## config.mk

```make
export PLATFORM = sky130hd
export DESIGN_NAME = hazard_ctrl
export DESIGN_NICKNAME = d
export VERILOG_FILES = /design/src/rtl/hazard_ctrl.sv
export SDC_FILE = /design/constraint.sdc
export NUM_CORES = 1
export LEC_CHECK = 0
export ABC_AREA = 1
export CAP_MARGIN = 20
export CORE_UTILIZATION = 42
export DETAILED_ROUTE_END_ITERATION = 16
export PLACE_DENSITY = 0.8
export SETUP_SLACK_MARGIN = 0.15
export SLEW_MARGIN = 10
export SYNTH_ARGS = -nofsm -noshare
export SYNTH_HDL_FRONTEND = slang
export SYNTH_SLANG_ARGS = --single-unit
```

## constraint.sdc

```tcl
create_clock -name clk -period 2 [get_ports clk]
set_clock_uncertainty 0.2 [all_clocks]
set_input_delay 0.4 -clock clk [delete_from_list [all_inputs] [get_ports clk]]
set_output_delay 0.4 -clock clk [all_outputs]
set_load 0.02 [all_outputs]
```

## src/rtl/hazard_ctrl.sv

```systemverilog
// hazard_ctrl: pipeline stall/flush control for a 5-stage pipeline with
// branches resolved in ID and a multi-cycle mult/div unit.
// Optional build macro HAZARD_PERF_CNT_EN adds StallCycles/FlushCount
// performance counters (saturating, 32 bit).
//
// Mult/div FSM states
//   state | meaning
//   IDLE  | unit free, HI/LO readable
//   BUSY  | unit computing; Cnt counts down to the terminal count 0
module hazard_ctrl #(
    parameter int MULDIV_LAT = 32,
    parameter int CNT_W      = 6
) (
    input  logic       clk,
    input  logic       ResetN,
    input  logic [4:0] RsID,
    input  logic [4:0] RtID,
    input  logic       UsesRsID,
    input  logic       UsesRtID,
    input  logic       IsBranchID,
    input  logic       BranchTakenID,
    input  logic       HiLoUseID,
    input  logic [4:0] WriteRegAddrEX,
    input  logic       RegWriteEX,
    input  logic       MemReadEX,
    input  logic       MdStartEX,
    input  logic [4:0] WriteRegAddrMEM,
    input  logic       RegWriteMEM,
    input  logic       MemReadMEM,
    output logic       PCWriteEnable,
    output logic       IFIDWriteEnable,
    output logic       IFIDFlush,
    output logic       IDEXFlush,
    output logic       MdBusy
`ifdef HAZARD_PERF_CNT_EN
    ,
    output logic [31:0] StallCycles,
    output logic [31:0] FlushCount
`endif
);

    typedef enum logic {IDLE, BUSY} mdState_t;

    localparam logic [CNT_W-1:0] CntLoad = CNT_W'(MULDIV_LAT - 1);

    mdState_t         state, stateNext;
    logic [CNT_W-1:0] cnt, cntNext;

    logic matchEx, matchMem;
    logic loadUse, brHaz, mdHaz, stall;

    // Source-operand match against the EX and MEM destinations; $0 never matches.
    always_comb begin
        matchEx  = (WriteRegAddrEX != 5'd0) &&
                   ((UsesRsID && (RsID == WriteRegAddrEX)) ||
                    (UsesRtID && (RtID == WriteRegAddrEX)));
        matchMem = (WriteRegAddrMEM != 5'd0) &&
                   ((UsesRsID && (RsID == WriteRegAddrMEM)) ||
                    (UsesRtID && (RtID == WriteRegAddrMEM)));
    end

    // Hazard detection; a load feeding a branch stalls once in EX and again in MEM.
    always_comb begin
        loadUse = MemReadEX && RegWriteEX && matchEx;
        brHaz   = IsBranchID && ((RegWriteEX && matchEx) ||
                                 (MemReadMEM && RegWriteMEM && matchMem));
        mdHaz   = HiLoUseID && ((state == BUSY) || MdStartEX);
        stall   = loadUse || brHaz || mdHaz;
    end

    // Pipeline control outputs; reset purges both pipeline registers.
    always_comb begin
        PCWriteEnable   = 1'b1;
        IFIDWriteEnable = 1'b1;
        IFIDFlush       = 1'b0;
        IDEXFlush       = 1'b0;
        MdBusy          = 1'b0;
        if (!ResetN) begin
            PCWriteEnable   = 1'b0;
            IFIDWriteEnable = 1'b0;
            IFIDFlush       = 1'b1;
            IDEXFlush       = 1'b1;
        end else begin
            MdBusy = (state == BUSY);
            if (stall) begin
                PCWriteEnable   = 1'b0;
                IFIDWriteEnable = 1'b0;
                IDEXFlush       = 1'b1;
            end else if (BranchTakenID) begin
                IFIDFlush = 1'b1;
            end
        end
    end

    // Mult/div next state: load on start, count down, leave at terminal count.
    always_comb begin
        stateNext = state;
        cntNext   = cnt;
        case (state)
            IDLE: begin
                if (MdStartEX) begin
                    stateNext = BUSY;
                    cntNext   = CntLoad;
                end
            end
            BUSY: begin
                if (cnt != '0) begin
                    cntNext = cnt - 1'b1;
                end else begin
                    stateNext = IDLE;
                end
            end
            default: begin
                stateNext = IDLE;
                cntNext   = '0;
            end
        endcase
    end

    // Mult/div state register with synchronous reset.
    always_ff @(posedge clk) begin
        if (!ResetN) begin
            state <= IDLE;
            cnt   <= '0;
        end else begin
            state <= stateNext;
            cnt   <= cntNext;
        end
    end

`ifdef HAZARD_PERF_CNT_EN
    // Saturating counters of stall cycles and IF/ID flush cycles.
    always_ff @(posedge clk) begin
        if (!ResetN) begin
            StallCycles <= '0;
            FlushCount  <= '0;
        end else begin
            if (stall && (StallCycles != 32'hFFFF_FFFF)) begin
                StallCycles <= StallCycles + 32'd1;
            end
            if (IFIDFlush && (FlushCount != 32'hFFFF_FFFF)) begin
                FlushCount <= FlushCount + 32'd1;
            end
        end
    end
`endif

endmodule

```

* Word level (Yosys, flattened, before mapping)
Cells that the tools add are included.
** Storage, ports and cells
- Flip-flop bits (word level) :: 7
- Input port bits :: 32
- Output and inout port bits :: 5
- Logic and storage cells :: 47
** Cells by class
- $add $sub $neg :: 1
- Equal/unequal tests :: 6
- Mux-type cells :: 14
- Bitwise operators :: 1
- Reductions and logical operators :: 23
** Operators with widths (number)
- == test 5 bit :: 4
- logical AND 1 bit :: 13
- two-way mux 6 bit :: 2
- case mux 6 bit (2 select lines) :: 1
- two-way mux 1 bit :: 10
- nonzero test 5 bit :: 2
- logical OR 1 bit :: 6
- nonzero test 6 bit :: 1
- subtractor 6 x 1 -> 6 bit, second input constant :: 1
- != test 2 x 1 -> 1 bit, second input constant :: 1
- != test 2 bit, second input constant :: 1
- case mux 1 bit (2 select lines) :: 1
- AND reduction 2 bit :: 1
- NOT 1 bit :: 1

* Depth between registers and ports, before layout
Gate-level depths: netlist (run 1).
- Word-level depth :: 11
- Mapped depth :: 12
- Depth with buffers taken out :: 11

* Least setup slack after synthesis (run 1)
No wires, ideal clock.
- Path type :: input to output
- Start :: input port WriteRegAddrEX[0]
- End :: output port PCWriteEnable
- Arrival :: 1.320 ns
- Required time :: 1.400 ns
- Slack :: 0.080 ns
- Stages on the path :: 12
- Path buffers :: 1
- Cell sequence :: inv_1 -> nand2_1 -> nand2_1 -> nor2_1 -> nand3_1 -> nand2_1 -> nand2_1 -> nand2_1 -> nand2_2 -> nand3_2 -> inv_2 -> buf_4
** On the way
- Longest elaborated chain between the ends :: 11
- Elaborated cells between the ends (all ways) :: 15
- Classes of those cells :: eq/ne (2); mux (2); reduce/logical (11)
** RTL lines
- start: declaration :: RTL line 23 : input logic [4:0] WriteRegAddrEX,
- == test 5 bit (on tied branches) :: RTL line 55, 56
- logical AND 1 bit (on tied branches) :: RTL line 55, 56
- logical OR 1 bit :: RTL line 55 : ((UsesRsID && (RsID == WriteRegAddrEX)) ||
- logical AND 1 bit (*) :: RTL line 54 : matchEx = (WriteRegAddrEX != 5'd0) &&
- logical AND 1 bit :: RTL line 65 : brHaz = IsBranchID && ((RegWriteEX && matchEx) ||
- logical OR 1 bit :: RTL line 65
- logical AND 1 bit :: RTL line 65
- logical OR 1 bit (*) (2 in series) :: RTL line 68 : stall = loadUse || brHaz || mdHaz;
- two-way mux 1 bit (*) (2 in series)
- end: declaration :: RTL line 30 : output logic PCWriteEnable,
Mark *: on every way between the ends. The rest lies on a longest branch, timed or not.

* Worst setup path in the final report (run 1)
- Start :: input port RtID[3]
- End :: output port PCWriteEnable
** On the way
- Longest elaborated chain between the ends :: 11
- Elaborated cells between the ends (all ways) :: 17
- Classes of those cells :: eq/ne (2); mux (2); reduce/logical (13)
** RTL lines
- start: declaration :: RTL line 17 : input logic [4:0] RtID,
- == test 5 bit (on tied branches) :: RTL line 56, 59
- logical AND 1 bit (on tied branches) :: RTL line 56, 59
- logical OR 1 bit (on tied branches) :: RTL line 55, 58
- logical AND 1 bit (on tied branches) :: RTL line 54, 57
- logical AND 1 bit (on tied branches) :: RTL line 65, 66
- logical OR 1 bit :: RTL line 65
- logical AND 1 bit :: RTL line 65
- logical OR 1 bit (*) (2 in series) :: RTL line 68
- two-way mux 1 bit (*) :: RTL line 85 : if (stall) begin
- two-way mux 1 bit (*) :: RTL line 78 : if (!ResetN) begin
Marks and branches as above.

==> metrics.md, run 1 <==
| Metric | Value |
|---|---|
| CP startpoint kind | `input pin` |
| Fillers | `186` |
| CP peak stage delay | `0.12 ns` |
| Bufs on Longest Clock Path | `2` |
| Max_cap viols | `0` |
| Unique masters post-synth | `23` |
| Multi-input logic area | `653 µm²` |
| Setup slack after placement | `-0.855 ns` |
| Post-layout worst setup margin | `0.0370 ns` |
| Top cell type's share of synthesized area | `31.4%` |
| DR WL/cell | `10.6 µm` |
| Worst r2r path cells | `9` |
| Synth Area per Inst | `5.15 µm²` |
| # DRC | `0` |
| HP Class | `reg2reg` |
| Register area | `140 µm²` |
| Setup repair bufs after CTS | `0` |
| Grt total ovfl | `0` |
| Status | `finished, final reports clean` |
| RSZ-0062 raised after global routing | `true` |
| Initial antenna violation count | `0` |
| Final slew viol count | `0` |
| Buf+Inv Stages, Crit Path | `4` |
| Req. time, crit path | `1.40 ns` |
| Gpl congestion | `0.868` |
| Cell area after synthesis | `861 µm²` |
| Detailed Routing Iterations Pass 1 | `4` |
| First-pass GRT wire length | `3.80 mm` |
| Gate Count Post-Synth | `167` |
| Detailed Route WL | `2.52 mm` |
| Asr flop ratio synth | `0%` |
| Port Buf Inserts | `36` |
| Final hold slack | `0.285 ns` |
| Remaining antenna violation count after routing | `0` |
| Proportion of layout cells with a drive suffix above 1 | `35.2%` |
| Post-synth EDFFs | `0` |
| Crit path time final | `1.96 ns` |
| Die area | `2230 µm²` |
| Mapped Nets | `200` |
| Worst-Skew Late Latency | `0.26 ns` |
| Synth Register Bits | `7` |
| Dominant cell type by area after synthesis | `nand2_1` |
| N_diodes | `0` |
| Site Rows | `16` |
| Final Hold Fails | `0` |
| 1st-iter DRT viols | `21` |
| Final Non-Filler Cells | `237` |
| Placed cell count | `233` |
| # clock sinks | `7` |
| CTS Buf Count | `3` |
| Top cells by count, synth | `72 x nand2_1, 23 x inv_1, 20 x nor2_1` |
| Worst Path Arrival | `1.36 ns` |
| Critical path's slowest cell | `buf_6` |
| Root buffer cell | `clkbuf_4` |
| Die height | `47.3 µm` |
| Share of the yosys chip area belonging to registers | `16.3%` |
| Layout area overhead | `51.7%` |
| Core region area | `1940 µm²` |
| Vias in the first global route | `1010` |
| Final HPWL DP | `2.11 mm` |
| Vias per cell | `4.82` |
| Commonest register cell after synthesis | `dfxtp_1` |
| Worst Path Max Fanout | `2` |
| Htree depth | `1` |
| CTS tree | `yes` |
| FMAX | `509 MHz` |
| Leak pwr | `0.754 nW` |
| Synth top area cells | `nand2_1 31%, dfxtp_1 16%, inv_1 10%, nor2_1 8.7%, nand3_1 4.1%` |
| Top cell family by delay on the critical path | `simple AND/OR/NAND/NOR gates` |
| Synth warn | `0` |
| Final core utilization | `67.3%` |
| Worst path cell trace | `buf_6 -> buf_6 -> nand2_2 -> nand2_2 -> nor2_1 -> nand3_1 -> nand2_1 -> nand2_2 -> nand2_2 -> nand2_4 -> nand3_4 -> inv_4 -> buf_6` |
| Cts hold-fix bufs | `0` |
| Crit Path Class | `in2out` |
| Crit. path cell count | `13` |
| Top-count cell post-synth | `nand2_1` |
| Hold Path Depth | `2` |
| # IOs | `37` |
| PwrDens | `469 nW/µm²` |
| Largest net degree at the start of global routing | `8` |
| Critical path's most frequent cell | `nand2_2` |
| Fin nets | `244` |
| Slew @ Worst Pin | `0.262 ns` |
| Die Wd | `47.3 µm` |
| Slew HR | `82.5%` |
| GRT Total Usage | `23.3%` |
| Initial core utilization | `44.3%` |
| Reg clk slew, reported paths | `0.06 ns` |
| VDD IR max | `0.393 mV` |
| Final setup viols | `0` |
| Critical path capture point type | `primary output` |
| Total number of vias | `1143` |
| Period utilization | `98.2%` |
## routing by layer
layer  track usage (%)  vias up  share of wire, %
met4              2.86        0              0.44
met1              26.3      504                41
met2              43.6       46                52
li1                  -      589                 -
met3              6.92        4               6.6
met5                 0        -                 0
## registers in the layout, indices dropped and copies added (netlist names)
name,count
cnt,6
state,1
## cell type report
class | instances | area share (%)
tap | 27 | 2.59
clock buffer | 4 | 2.01
timing repair buffer | 40 | 25.0
sequential | 7 | 10.7
inverter | 31 | 9.67
multi-input combinational | 128 | 50.0
## worst reg2reg max path: stages, from the launching register on
cell and delay (ns):
dfxtp_1 0.31, inv_1 0.12, ha_1 0.24, nand3_2 0.12, nor3_2 0.20, nand2_2 0.10
nand2_4 0.11, inv_4 0.06, o21ai_0 0.09, a21oi_1 0.09
## kinds of logic after synthesis
kind of cell    synth area share, %
flops                          16.3
simple gates                   57.3
buf+inv                        14.7
xor+xnor                       2.04
fa+ha+maj                      1.45
compound gates                 8.28
## cell usage in the layout (no fill, tap or decap), types with 7 or more instances in the layout
master and count:
nand2_1 64, nor2_1 18, inv_2 15, inv_1 12, buf_4 10, nand2_2 9
buf_2 9, buf_6 9, dlygate4sd2_1 8, dfxtp_1 7
## through the flow
step	total power, W	TNS (ns)	instance area [µm²]
global route	0.000652	-0.254	1310
detailed placement	0.000475	-3.59	1290
CTS	0.000597	0	1260
floorplan	0.000347	0	875
global placement	0.000463	-3.51	1290
finish	0.000612	0	1310
## report_power, final
group | total [W] | switching, W | internal [W] | leakage, nW
sequential | 0.000171 | 0.0000140 | 0.000157 | 0.0583
clock | 0.000136 | 0.0000591 | 0.0000766 | 0.0150
combinational | 0.000305 | 0.000169 | 0.000136 | 0.681
## what timing repair did
item / 4_1_cts / 5_1_grt
endpoints found under the setup margin: 5 / 4
cloned: 0 / 0
resized for setup: 137 / 22
pin swaps: 32 / 26
## path summary, 6_finish.rpt
kind,slack (ns),to,startpoint
worst max register to register,0.25,cnt[4],cnt[0]
worst min-delay path,0.28,cnt[0],cnt[0]
worst min register to register,0.28,cnt[0],cnt[0]
worst max-delay path,0.04,PCWriteEnable,RtID[3]
No activity file was read; power rests on OpenSTA's default activity.
==> run 2, diff against run 1 <==
clock period = 2.1 ns   (was 2 ns; I/O delays follow)
==> metrics.md, run 2 (synthesis results as in run 1) <==
| Metric | Value |
|---|---|
| Internal | `0.000372 W (+0.57%)` |
| Fillers | `169 (-9.1%)` |
| Final HPWL DP | `2.01 mm (-4.6%)` |
| Critical path capture point type | `primary output` |
| VDD IR max | `0.507 mV (+29%)` |
| N_diodes | `0 (unchanged)` |
| FMAX | `505 MHz` |
| Initial core utilization | `44.3% (unchanged)` |
| Largest net degree at the start of global routing | `8 (unchanged)` |
| Vias per cell | `4.81 (-0.28%)` |
| Crit Path Class | `in2out` |
| RSZ-0062 raised after global routing | `true` |
| TNS Setup | `0 ns (unchanged)` |
| Final setup viols | `0 (unchanged)` |
| Max_cap viols | `0 (unchanged)` |
| Req. time, crit path | `1.48 ns (+0.08 ns)` |
| Worst hold path endpoint | `cnt[0]` |
| Site Rows | `16 (unchanged)` |
| Reg clk slew, reported paths | `0.06 ns (about the same)` |
| Reg-to-Reg End | `cnt[4]` |
| First-pass GRT wire length | `3.62 mm (-4.7%)` |
| Die height | `47.3 µm (unchanged)` |
| Htree depth | `1 (unchanged)` |
| Slew @ Worst Pin | `0.257 ns (-0.00523 ns)` |
| Worst r2r path cells | `9 (unchanged)` |
| Sw Pwr | `0.000232 W (-4.4%)` |
| Commonest non-fill, non-tap cell in the layout | `nand2_1` |
| Final core utilization | `73.0% (+5.7 points)` |
| Total number of vias | `1135 (-0.70%)` |
| GRT Total Usage | `22.8% (-0.47 points)` |
| CP peak stage delay | `0.13 ns (about the same)` |
| Largest register FFs | `6 (unchanged)` |
| Worst Path Arrival | `1.36 ns (about the same)` |
| Die Wd | `47.3 µm (unchanged)` |
| Layout area overhead | `64.7%` |
| Final hold slack | `0.288 ns (+0.00370 ns)` |
| Combinational Power Share | `51.7% (+1.8 points)` |
| Critical path's slowest cell | `buf_6` |
| R2r setup slk | `0.37 ns (+0.12 ns)` |
| HP Class | `reg2reg` |
| Period utilization | `94.3%` |
| Flop pwr share | `27.1% (-0.9 points)` |
| Die area | `2230 µm² (unchanged)` |
| # DRC | `0 (unchanged)` |
| Proportion of layout cells with a drive suffix above 1 | `41.6% (+6.4 points)` |
| Detailed Route WL | `2.56 mm (+1.5%)` |
| Leak pwr | `0.775 nW (+2.8%)` |
| Remaining antenna violation count after routing | `0 (unchanged)` |
| # clock sinks | `7 (unchanged)` |
| 1st-iter DRT viols | `22 (+4.8%)` |
| Final Hold Fails | `0 (unchanged)` |
| Initial antenna violation count | `0 (unchanged)` |
| Port Buf Inserts | `36 (unchanged)` |
| CTS tree | `yes` |
| Largest regs | `cnt (6), state (1)` |
| Commonest non-fill, non-tap cells in the layout | `57 x nand2_1, 20 x buf_6, 16 x nand2_2, 16 x nor2_1, 14 x inv_2` |
| Worst-Skew Late Latency | `0.27 ns (about the same)` |
| Net Sw Frac | `38.4% (-1.2 points)` |
| Fin nets | `243 (-0.41%)` |
| Crit path time final | `1.98 ns` |
| Worst path cell trace | `buf_6 -> inv_2 -> nand2_2 -> nand2_1 -> nor2_1 -> nand3_1 -> nand2_1 -> nand2_1 -> nand2_2 -> nand2_4 -> nand3_2 -> nand2_1 -> buf_6` |
| Grt total ovfl | `0 (unchanged)` |
| Cts hold-fix bufs | `0 (unchanged)` |
| Detailed Routing Iterations Pass 1 | `4 (unchanged)` |
| DR WL/cell | `10.9 µm (+2.0%)` |
| Root buffer cell | `clkbuf_4` |
| PwrDens | `426 nW/µm² (-9.2%)` |
| Worst Path Max Fanout | `3 (+1)` |
| Bufs on Longest Clock Path | `2 (unchanged)` |
| Hold Path Depth | `2 (unchanged)` |
| Core region area | `1940 µm² (unchanged)` |
| Vias in the first global route | `918 (-9.1%)` |
| Clock power frac | `21.2% (-1.0 points)` |
| # IOs | `37 (unchanged)` |
| Setup repair bufs after CTS | `0 (unchanged)` |
| Largest reg by FF count | `cnt` |
| Critical path's most frequent cell | `nand2_1` |
| Status | `finished, final reports clean` |
| Worst r2r src | `cnt[1]` |
| Final slew viol count | `0 (unchanged)` |
| CP startpoint kind | `input pin` |
| Slew HR | `82.9% (+0.35 points)` |
| HP Start | `cnt[0]` |
| CTS Buf Count | `3 (unchanged)` |
| Gpl congestion | `1.04 (+19%)` |
## run 2: cell types whose count changed in the layout (fill, tap and decap cells not counted), moves of 2 or more
cell,before,now
buf_2,9,1
buf_4,10,3
buf_6,9,20
buf_8,0,4
inv_1,12,9
inv_4,4,8
nand2_1,64,57
nand2_2,9,16
nor2_1,18,16
nor2_2,1,4
## run 2: how the worst max path moves through the flow
| stage | start | endpoint | slack (ns) | cells after the start |
|---|---|---|---|---|
| 2_1_floorplan | WriteRegAddrEX[0] | PCWriteEnable | 0.18 | 12 |
| 3_3_place_gp | RtID[3] | IDEXFlush | -0.76 | 12 |
| 3_5_place_dp | WriteRegAddrMEM[4] | IDEXFlush | -0.77 | 12 |
| 4_1_cts | RsID[1] | IFIDFlush | 0.12 | 13 |
| 5_1_grt | WriteRegAddrEX[1] | IFIDFlush | 0.05 | 13 |
| 6_report | WriteRegAddrEX[1] | IFIDFlush | 0.12 | 13 |
## run 2: metrics by stage
step | std cells | power [W] | setup WS (ns) | cell area, µm²
after floorplan | 167 | 0.000329 | 0.185 | 868
after global placement | 232 | 0.000438 | -0.761 | 1280
after detailed placement | 232 | 0.000447 | -0.769 | 1280
after CTS | 236 | 0.000579 | 0.116 | 1310
after global routing | 236 | 0.000645 | 0.0475 | 1420
final | 236 | 0.000604 | 0.119 | 1420
## run 2: routing by layer
layer | global-route usage (%) | part of all wire [%] | up-vias
met5 | 0 | 0 | -
met4 | 6.29 | 1.4 | 0
li1 | - | - | 593
met3 | 6.15 | 6.7 | 7
met1 | 28.1 | 43 | 499
met2 | 38.6 | 49 | 36
## run 2: what timing repair did
item                                   CTS  global route
pin swaps                               24            31
gates cloned                             0             0
endpoints found under the hold margin    0             0
resized for setup                      156            40
setup endpoints to repair                5             4
## run 2: layout make-up
| class | count | area [µm²] | share of cell area (%) |
|---|---|---|---|
| Timing Repair Buffer | 39 | 410 | 28.9 |
| Multi-Input combinational cell | 128 | 671 | 47.3 |
| Tap cell | 27 | 33.8 | 2.38 |
| Clock buffer | 4 | 26.3 | 1.85 |
| Sequential cell | 7 | 140 | 9.89 |
| Inverter | 31 | 136 | 9.62 |
## run 2: critical path, delay by kind of cell
kind / cells / cell delay, ns
and+or+nand+nor: 10 / 0.67
buffers and inverters: 3 / 0.27
## run 2: power by group through the flow
stage	Clock, W	Sequential, W	Combinational [W]
after global placement	0	0.000164	0.000274
after detailed placement	0	0.000165	0.000282
after CTS	0.000131	0.000163	0.000284
after global routing	0.000138	0.000165	0.000342
after floorplan	0	0.000165	0.000164
final	0.000128	0.000163	0.000312
